**src/rtl/alu_cmd_ctrl.sv**
```systemverilog
// Purpose: sequences register-file loads and single ALU operations onto an external combinational ALU.
// Latency: done pulses 2 cycles after the accept edge for a load, 3 cycles for an ALU operation.
// Backpressure: cmd_ready is high only in IDLE; the upstream holds the command until it is accepted.
module alu_cmd_ctrl #(
    parameter int unsigned      WIDTH     = 2,
    parameter logic [WIDTH-1:0] REG_RESET = '0
) (
    input  logic             clk,
    input  logic             reset,
    // command handshake
    input  logic             cmd_valid,
    output logic             cmd_ready,
    input  logic             cmd_load,
    input  logic [2:0]       cmd_op,
    input  logic [1:0]       cmd_rd,
    input  logic [1:0]       cmd_ra,
    input  logic [1:0]       cmd_rb,
    input  logic [WIDTH-1:0] cmd_imm,
    // sticky overflow clear
    input  logic             clr_ovf,
    // debug register read
    input  logic [1:0]       rd_sel,
    output logic [WIDTH-1:0] rd_data,
    // external ALU
    output logic [WIDTH-1:0] alu_a,
    output logic [WIDTH-1:0] alu_b,
    output logic [2:0]       alu_op,
    input  logic [WIDTH-1:0] alu_result,
    input  logic             alu_overflow,
    // completion status
    output logic             done,
    output logic [WIDTH-1:0] last_result,
    output logic             last_ovf,
    output logic             ovf_sticky
);

    typedef enum logic [1:0] {
        ST_IDLE = 2'd0,
        ST_READ = 2'd1,
        ST_EXEC = 2'd2,
        ST_DONE = 2'd3
    } state_t;

    state_t state_q, state_d;

    // register file
    logic [WIDTH-1:0] regs_q [4];
    logic [WIDTH-1:0] regs_d [4];

    // command fields captured at the accept edge; the live cmd_* inputs are
    // never looked at again once a command is in flight
    logic             load_q, load_d;
    logic [2:0]       op_q,   op_d;
    logic [1:0]       rd_q,   rd_d;
    logic [1:0]       ra_q,   ra_d;
    logic [1:0]       rb_q,   rb_d;
    logic [WIDTH-1:0] imm_q,  imm_d;

    // ALU drive registers: only updated on READ -> EXEC, otherwise they hold
    logic [WIDTH-1:0] alu_a_q,  alu_a_d;
    logic [WIDTH-1:0] alu_b_q,  alu_b_d;
    logic [2:0]       alu_op_q, alu_op_d;

    // completion status
    logic [WIDTH-1:0] last_result_q, last_result_d;
    logic             last_ovf_q,    last_ovf_d;
    logic             ovf_sticky_q,  ovf_sticky_d;

    // writeback request shared by load (READ) and ALU capture (EXEC)
    logic             wb_vld;
    logic [WIDTH-1:0] wb_dat;
    logic             ovf_set;

    // Next-state, command capture, operand fetch and writeback
    always_comb begin
        state_d       = state_q;
        regs_d        = regs_q;
        load_d        = load_q;
        op_d          = op_q;
        rd_d          = rd_q;
        ra_d          = ra_q;
        rb_d          = rb_q;
        imm_d         = imm_q;
        alu_a_d       = alu_a_q;
        alu_b_d       = alu_b_q;
        alu_op_d      = alu_op_q;
        last_result_d = last_result_q;
        last_ovf_d    = last_ovf_q;
        wb_vld        = 1'b0;
        wb_dat        = '0;
        ovf_set       = 1'b0;

        unique case (state_q)
            ST_IDLE: begin
                if (cmd_valid) begin
                    load_d  = cmd_load;
                    op_d    = cmd_op;
                    rd_d    = cmd_rd;
                    ra_d    = cmd_ra;
                    rb_d    = cmd_rb;
                    imm_d   = cmd_imm;
                    state_d = ST_READ;
                end
            end
            ST_READ: begin
                if (load_q) begin
                    wb_vld     = 1'b1;
                    wb_dat     = imm_q;
                    last_ovf_d = 1'b0;
                    state_d    = ST_DONE;
                end else begin
                    // operands are fetched here, one edge before the
                    // writeback, so aliased rd/ra/rb see the old value
                    alu_a_d  = regs_q[ra_q];
                    alu_b_d  = regs_q[rb_q];
                    alu_op_d = op_q;
                    state_d  = ST_EXEC;
                end
            end
            ST_EXEC: begin
                // ALU inputs have been stable for this whole cycle
                wb_vld     = 1'b1;
                wb_dat     = alu_result;
                last_ovf_d = alu_overflow;
                ovf_set    = alu_overflow;
                state_d    = ST_DONE;
            end
            ST_DONE: begin
                state_d = ST_IDLE;
            end
            default: begin
                state_d = ST_IDLE;
            end
        endcase

        if (wb_vld) begin
            regs_d[rd_q]  = wb_dat;
            last_result_d = wb_dat;
        end
    end

    // Sticky overflow: a capture with overflow beats a clear on the same edge
    always_comb begin
        ovf_sticky_d = ovf_sticky_q;
        if (ovf_set) begin
            ovf_sticky_d = 1'b1;
        end else if (clr_ovf) begin
            ovf_sticky_d = 1'b0;
        end
    end

    // State and datapath registers with synchronous reset; reset abandons any in-flight command
    always_ff @(posedge clk) begin
        if (reset) begin
            state_q       <= ST_IDLE;
            for (int i = 0; i < 4; i++) begin
                regs_q[i] <= REG_RESET;
            end
            load_q        <= 1'b0;
            op_q          <= '0;
            rd_q          <= '0;
            ra_q          <= '0;
            rb_q          <= '0;
            imm_q         <= '0;
            alu_a_q       <= '0;
            alu_b_q       <= '0;
            alu_op_q      <= '0;
            last_result_q <= '0;
            last_ovf_q    <= 1'b0;
            ovf_sticky_q  <= 1'b0;
        end else begin
            state_q       <= state_d;
            for (int i = 0; i < 4; i++) begin
                regs_q[i] <= regs_d[i];
            end
            load_q        <= load_d;
            op_q          <= op_d;
            rd_q          <= rd_d;
            ra_q          <= ra_d;
            rb_q          <= rb_d;
            imm_q         <= imm_d;
            alu_a_q       <= alu_a_d;
            alu_b_q       <= alu_b_d;
            alu_op_q      <= alu_op_d;
            last_result_q <= last_result_d;
            last_ovf_q    <= last_ovf_d;
            ovf_sticky_q  <= ovf_sticky_d;
        end
    end

    assign cmd_ready   = (state_q == ST_IDLE);
    assign done        = (state_q == ST_DONE);
    assign rd_data     = regs_q[rd_sel];
    assign alu_a       = alu_a_q;
    assign alu_b       = alu_b_q;
    assign alu_op      = alu_op_q;
    assign last_result = last_result_q;
    assign last_ovf    = last_ovf_q;
    assign ovf_sticky  = ovf_sticky_q;

endmodule

```
**config.mk**
```make
export PLATFORM = sky130hd
export DESIGN_NAME = alu_cmd_ctrl
export DESIGN_NICKNAME = d
export VERILOG_FILES = /design/src/rtl/alu_cmd_ctrl.sv
export SDC_FILE = /design/constraint.sdc
export NUM_CORES = 1
export LEC_CHECK = 0
export ABC_AREA = 0
export CAP_MARGIN = 15
export CORE_MARGIN = 3
export CORE_UTILIZATION = 34
export DETAILED_ROUTE_END_ITERATION = 8
export PLACE_DENSITY = 0.69
export SETUP_SLACK_MARGIN = 0.5
export SYNTH_ARGS = -nofsm -noshare
export SYNTH_HDL_FRONTEND = slang
export SYNTH_SLANG_ARGS = --single-unit
```
**constraint.sdc**
```tcl
create_clock -name clk -period 1.6 [get_ports clk]
set_input_delay 0.4 -clock clk [delete_from_list [all_inputs] [get_ports clk]]
set_output_delay 0.4 -clock clk [all_outputs]
set_load 0.05 [all_outputs]
```
==> out/results.env <==
IO-PIN-COUNT=36
YOSYSTOPAREACELL='dfxtp_1'
PLACE_HPWL_UM=2320
DETAILEDPLACE.WORSTSLACK_NS=-0.438
SYNTHESIS_STAGE_REGISTER_BIT_COUNT=33
SYNTHDISTINCTLIBCELLS=21
GPL.FINAL_WEIGHTED_CONGESTION=0.772
DR.FIRST_ITER.DRC_COUNT=80
CORE_REGION_AREA_MM2=0.00403
HOLDCRITPATHCLASS='reg2reg'
AVGROUTEDWIREPERCELL_UM=15.4
SYNTHARSTFLOPSHARE_PCT=0
FAILED_CHECKS='setup timing'
ROUTE.FINAL.WIRE_LENGTH_UM=4160
SYNTH_FLOP_CELL='dfxtp_1'
POST_SYNTH_INST_COUNT=166
REGTOREGENDPOINT='regs_q[3]'
DP.CELLS=245
FINAL.PERIOD_UTILIZATION_PCT=106
MAX-CAP-VIOLATIONS=0
GRT_START_MAX_NET_PINS=34
IO_BUFFERS=35
SYNTH-EDFF-COUNT=0
TOTAL_TRACK_USAGE_PCT=16.8
CLOCKBUFFERDEPTH=2
FINALHOLDWORSTSLACK_NS=0.456
SETUP_WS_NS=-0.0933
SETUP_SKEW_AFTER_LAYOUT_NS=0.00326
CELL_COUNT_FINAL_FILLERS_OUT=271
REQUIRED_TIME_AT_THE_ENDPOINT_OF_THE_CRITICAL_PATH_NS=1.20
AVGVIACOUNTPERCELL=5.14
NUMCTSBUFFERS=5
CHIPWIDTH_UM=71.0
IR_WORST_VDD_V=0.00110
STATUS='complete, but fails checks'
POST_SYNTH_MOST_FREQUENT_CELLS='nand2_1, dfxtp_1, a21oi_1'
CELL_WITH_THE_MOST_INSTANCES_AFTER_SYNTHESIS='nand2_1'
FINAL_MAX_SLEW_VIOL_COUNT=0
LAUNCH_INSTANCE_OF_THE_WORST_REGISTER_TO_REGISTER_PATH='state_q[0]'
WORST_HOLD_PATH.NUM_CELLS=2
ANTENNADIODECOUNT=0
FP-ROW-COUNT=23
PATH_MAX_FANOUT=4
ROUTED-VIA-COUNT=1392
CTS_SINKS=33
FINAL_LAYOUT_SIZE_SUFFIX_GT1_SHARE_PCT=60.2
TIMING_WORST_SETUP_PATH_TYPE='reg2out'
WORST_SKEW_PAIR.LATE_LATENCY_NS=0.29
GRT_REMAINING_OVERFLOW=0
SEQ_AREA_FRAC_SYNTH_PCT=46.0
WORST_SETUP_PATH_STARTPOINT='regs_q[6]'
TRITONCTS='yes'
SETUP_VIOL=2
YOSYSWARNINGCOUNT=0
GRT_PASS1_WL_UM=6510
CLK_ROOT_BUFFER_CELL='clkbuf_8'
CRITPATHCAPTURETYPE='primary output'
ANTENNA_FOUND_INITIAL=0
TIMING.HOLD.WORST.START='op_q[2]'
RSZ0062_AT_GRT='true'
NETLIST.AREA_LEADER.SHARE_PCT=46.0
CTS.CLK_SLEW.WORST_PATHS_NS=0.06
FINISH.INSTANCE_AREA_MM2=0.00258
FINAL-HOLD-VIOLATION-COUNT=0
FF2FF_SETUP_SLACK_NS=0.13
INITIAL_UTILIZATION_PCT=35.7
DIE-AREA_MM2=0.00504
FLOW.AREA_GROWTH_FROM_SYNTHESIS_PCT=79.6
YS_TOP_CELLS_BY_AREA='dfxtp_1, nand2_1, mux4_2, a21oi_1, mux2i_1'
PLACEDINSTANCEAREA_MM2=0.00208
DIE_HEIGHT_UM=71.0
POST-ROUTE-MIN-PERIOD_NS=1.69
FIRST_GLOBAL_VIAS=1354
MAPPEDNETLISTNETS=191
WORSTHOLDENDPOINT='alu_op[2]'
CTS.HOLD.BUFFERS_ADDED=0
NFILLCELLS=305
SYN-CELL-AREA_MM2=0.00144
REMAINING_DRCS=0
P_LEAK_nW=0.954
WORSTPATHARRIVAL_NS=1.29
DETAILED_ROUTING_ITERATION_COUNT_FOR_THE_PRE_ANTENNA_REPAIR_PASS=4
WORSTMARGINPINSLEW_NS=0.375
AVGSYNTHCELLAREA_UM2=8.66
REGISTER_TO_REGISTER_PATH_DEPTH=7
DRT.ANTENNA.VIOLATING_NETS=0
FIN_NETS=247
CELLPOWERDENSITY_mW_PER_MM2=1370
TIMING.MAX_SLEW.REL_SLACK_PCT=75.0
CP-START-KIND='register'
HTREE_LEVELS=2
MAXCLOCKFREQUENCY_MHz=591
## final cells by class
cell class / instances / area (um2) / share of cell area [%]
Clock buffer: 5 / 68.8 / 2.66
Clock inverter: 1 / 5.00 / 0.194
Inverter: 2 / 12.5 / 0.484
Multi-Input combinational cell: 123 / 1040 / 40.1
Sequential cell: 33 / 694 / 26.9
Tap cell: 50 / 62.6 / 2.42
Timing Repair Buffer: 57 / 703 / 27.2
## worst max-delay path by stage
stage	endpoint	slack, ns	cells past startpoint
after global placement	rd_data[1]	-0.42	3
after CTS	rd_data[0]	-0.07	2
after floorplan	rd_data[0]	0.17	1
after detailed placement	rd_data[1]	-0.44	3
after global routing	rd_data[0]	-0.12	2
final	rd_data[0]	-0.09	2
## metrics by stage
stage / util, % / power, mW / setup TNS [ns]
5_1_grt: 64.1 / 3.69 / -0.217
6_report: 64.1 / 3.53 / -0.166
3_3_place_gp: 51.6 / 2.20 / -0.840
4_1_cts: 60.5 / 3.23 / -0.141
2_1_floorplan: - / 1.90 / 0
3_5_place_dp: 51.6 / 2.22 / -0.875
## where the power goes
part	switching, mW	internal [mW]	leakage (nW)
combinational	0.930	0.951	0.634
clock	0.293	0.286	0.0399
sequential	0.134	0.933	0.280
total	1.36	2.17	0.954
## sequential cells by signal (all words and copies together) (netlist names)
name,flops
alu_a,2
ra_q,2
last_result,2
state_q,2
rb_q,2
op_q,3
rd_q,2
ovf_sticky,1
regs_q,8
last_ovf,1
alu_op,3
load_q,1
imm_q,2
alu_b,2
## metal layers
layer  up-vias  GRT usage [%]  wire [um]
met1       672           19.8       1690
met3         5           4.83        186
met2        42           29.1       2210
met5         -              0          0
met4         0           6.05         73
li1        673              -          -
## what timing repair did
item                                   CTS  global route
resized for setup                       61            35
setup buffers                           15             4
setup endpoints to repair               47            47
pin swaps                               12            13
endpoints found under the hold margin    0             0
gates cloned                             1             0
## cell families after synthesis
group | after synthesis | share of synthesized area (%)
buffers and inverters | 11 | 3.22
flip-flops | 33 | 46.0
multiplexers | 13 | 14.3
AND/OR/NAND/NOR | 74 | 21.8
adder cells (fa/ha/maj) | 4 | 3.48
AO/OA/AOI/OAI | 31 | 11.2
## critical path, stage by stage (launching register included)
cell	delay [ns]
dfxtp_2	0.34
mux4_2	0.49
buf_8	0.17
## cells in the final DEF (no fill, tap or decap), drive strengths merged, types with 2 or more instances in the layout
| cell type | Yosys | final |
|---|---|---|
| dfxtp | 33 | 33 |
| buf | 3 | 38 |
| dlygate4sd2 | 0 | 2 |
| nand4 | 2 | 2 |
| clkbuf | 6 | 5 |
| nor2 | 15 | 15 |
| nand2b | 3 | 3 |
| nand3 | 4 | 4 |
| mux2i | 7 | 7 |
| mux4 | 6 | 6 |
| and2 | 1 | 2 |
| ha | 4 | 4 |
| a21oi | 26 | 26 |
| inv | 2 | 2 |
| o21ai | 3 | 3 |
| nand2 | 46 | 46 |
| clkdlybuf4s50 | 0 | 17 |
(Power assumes the default switching activity.)
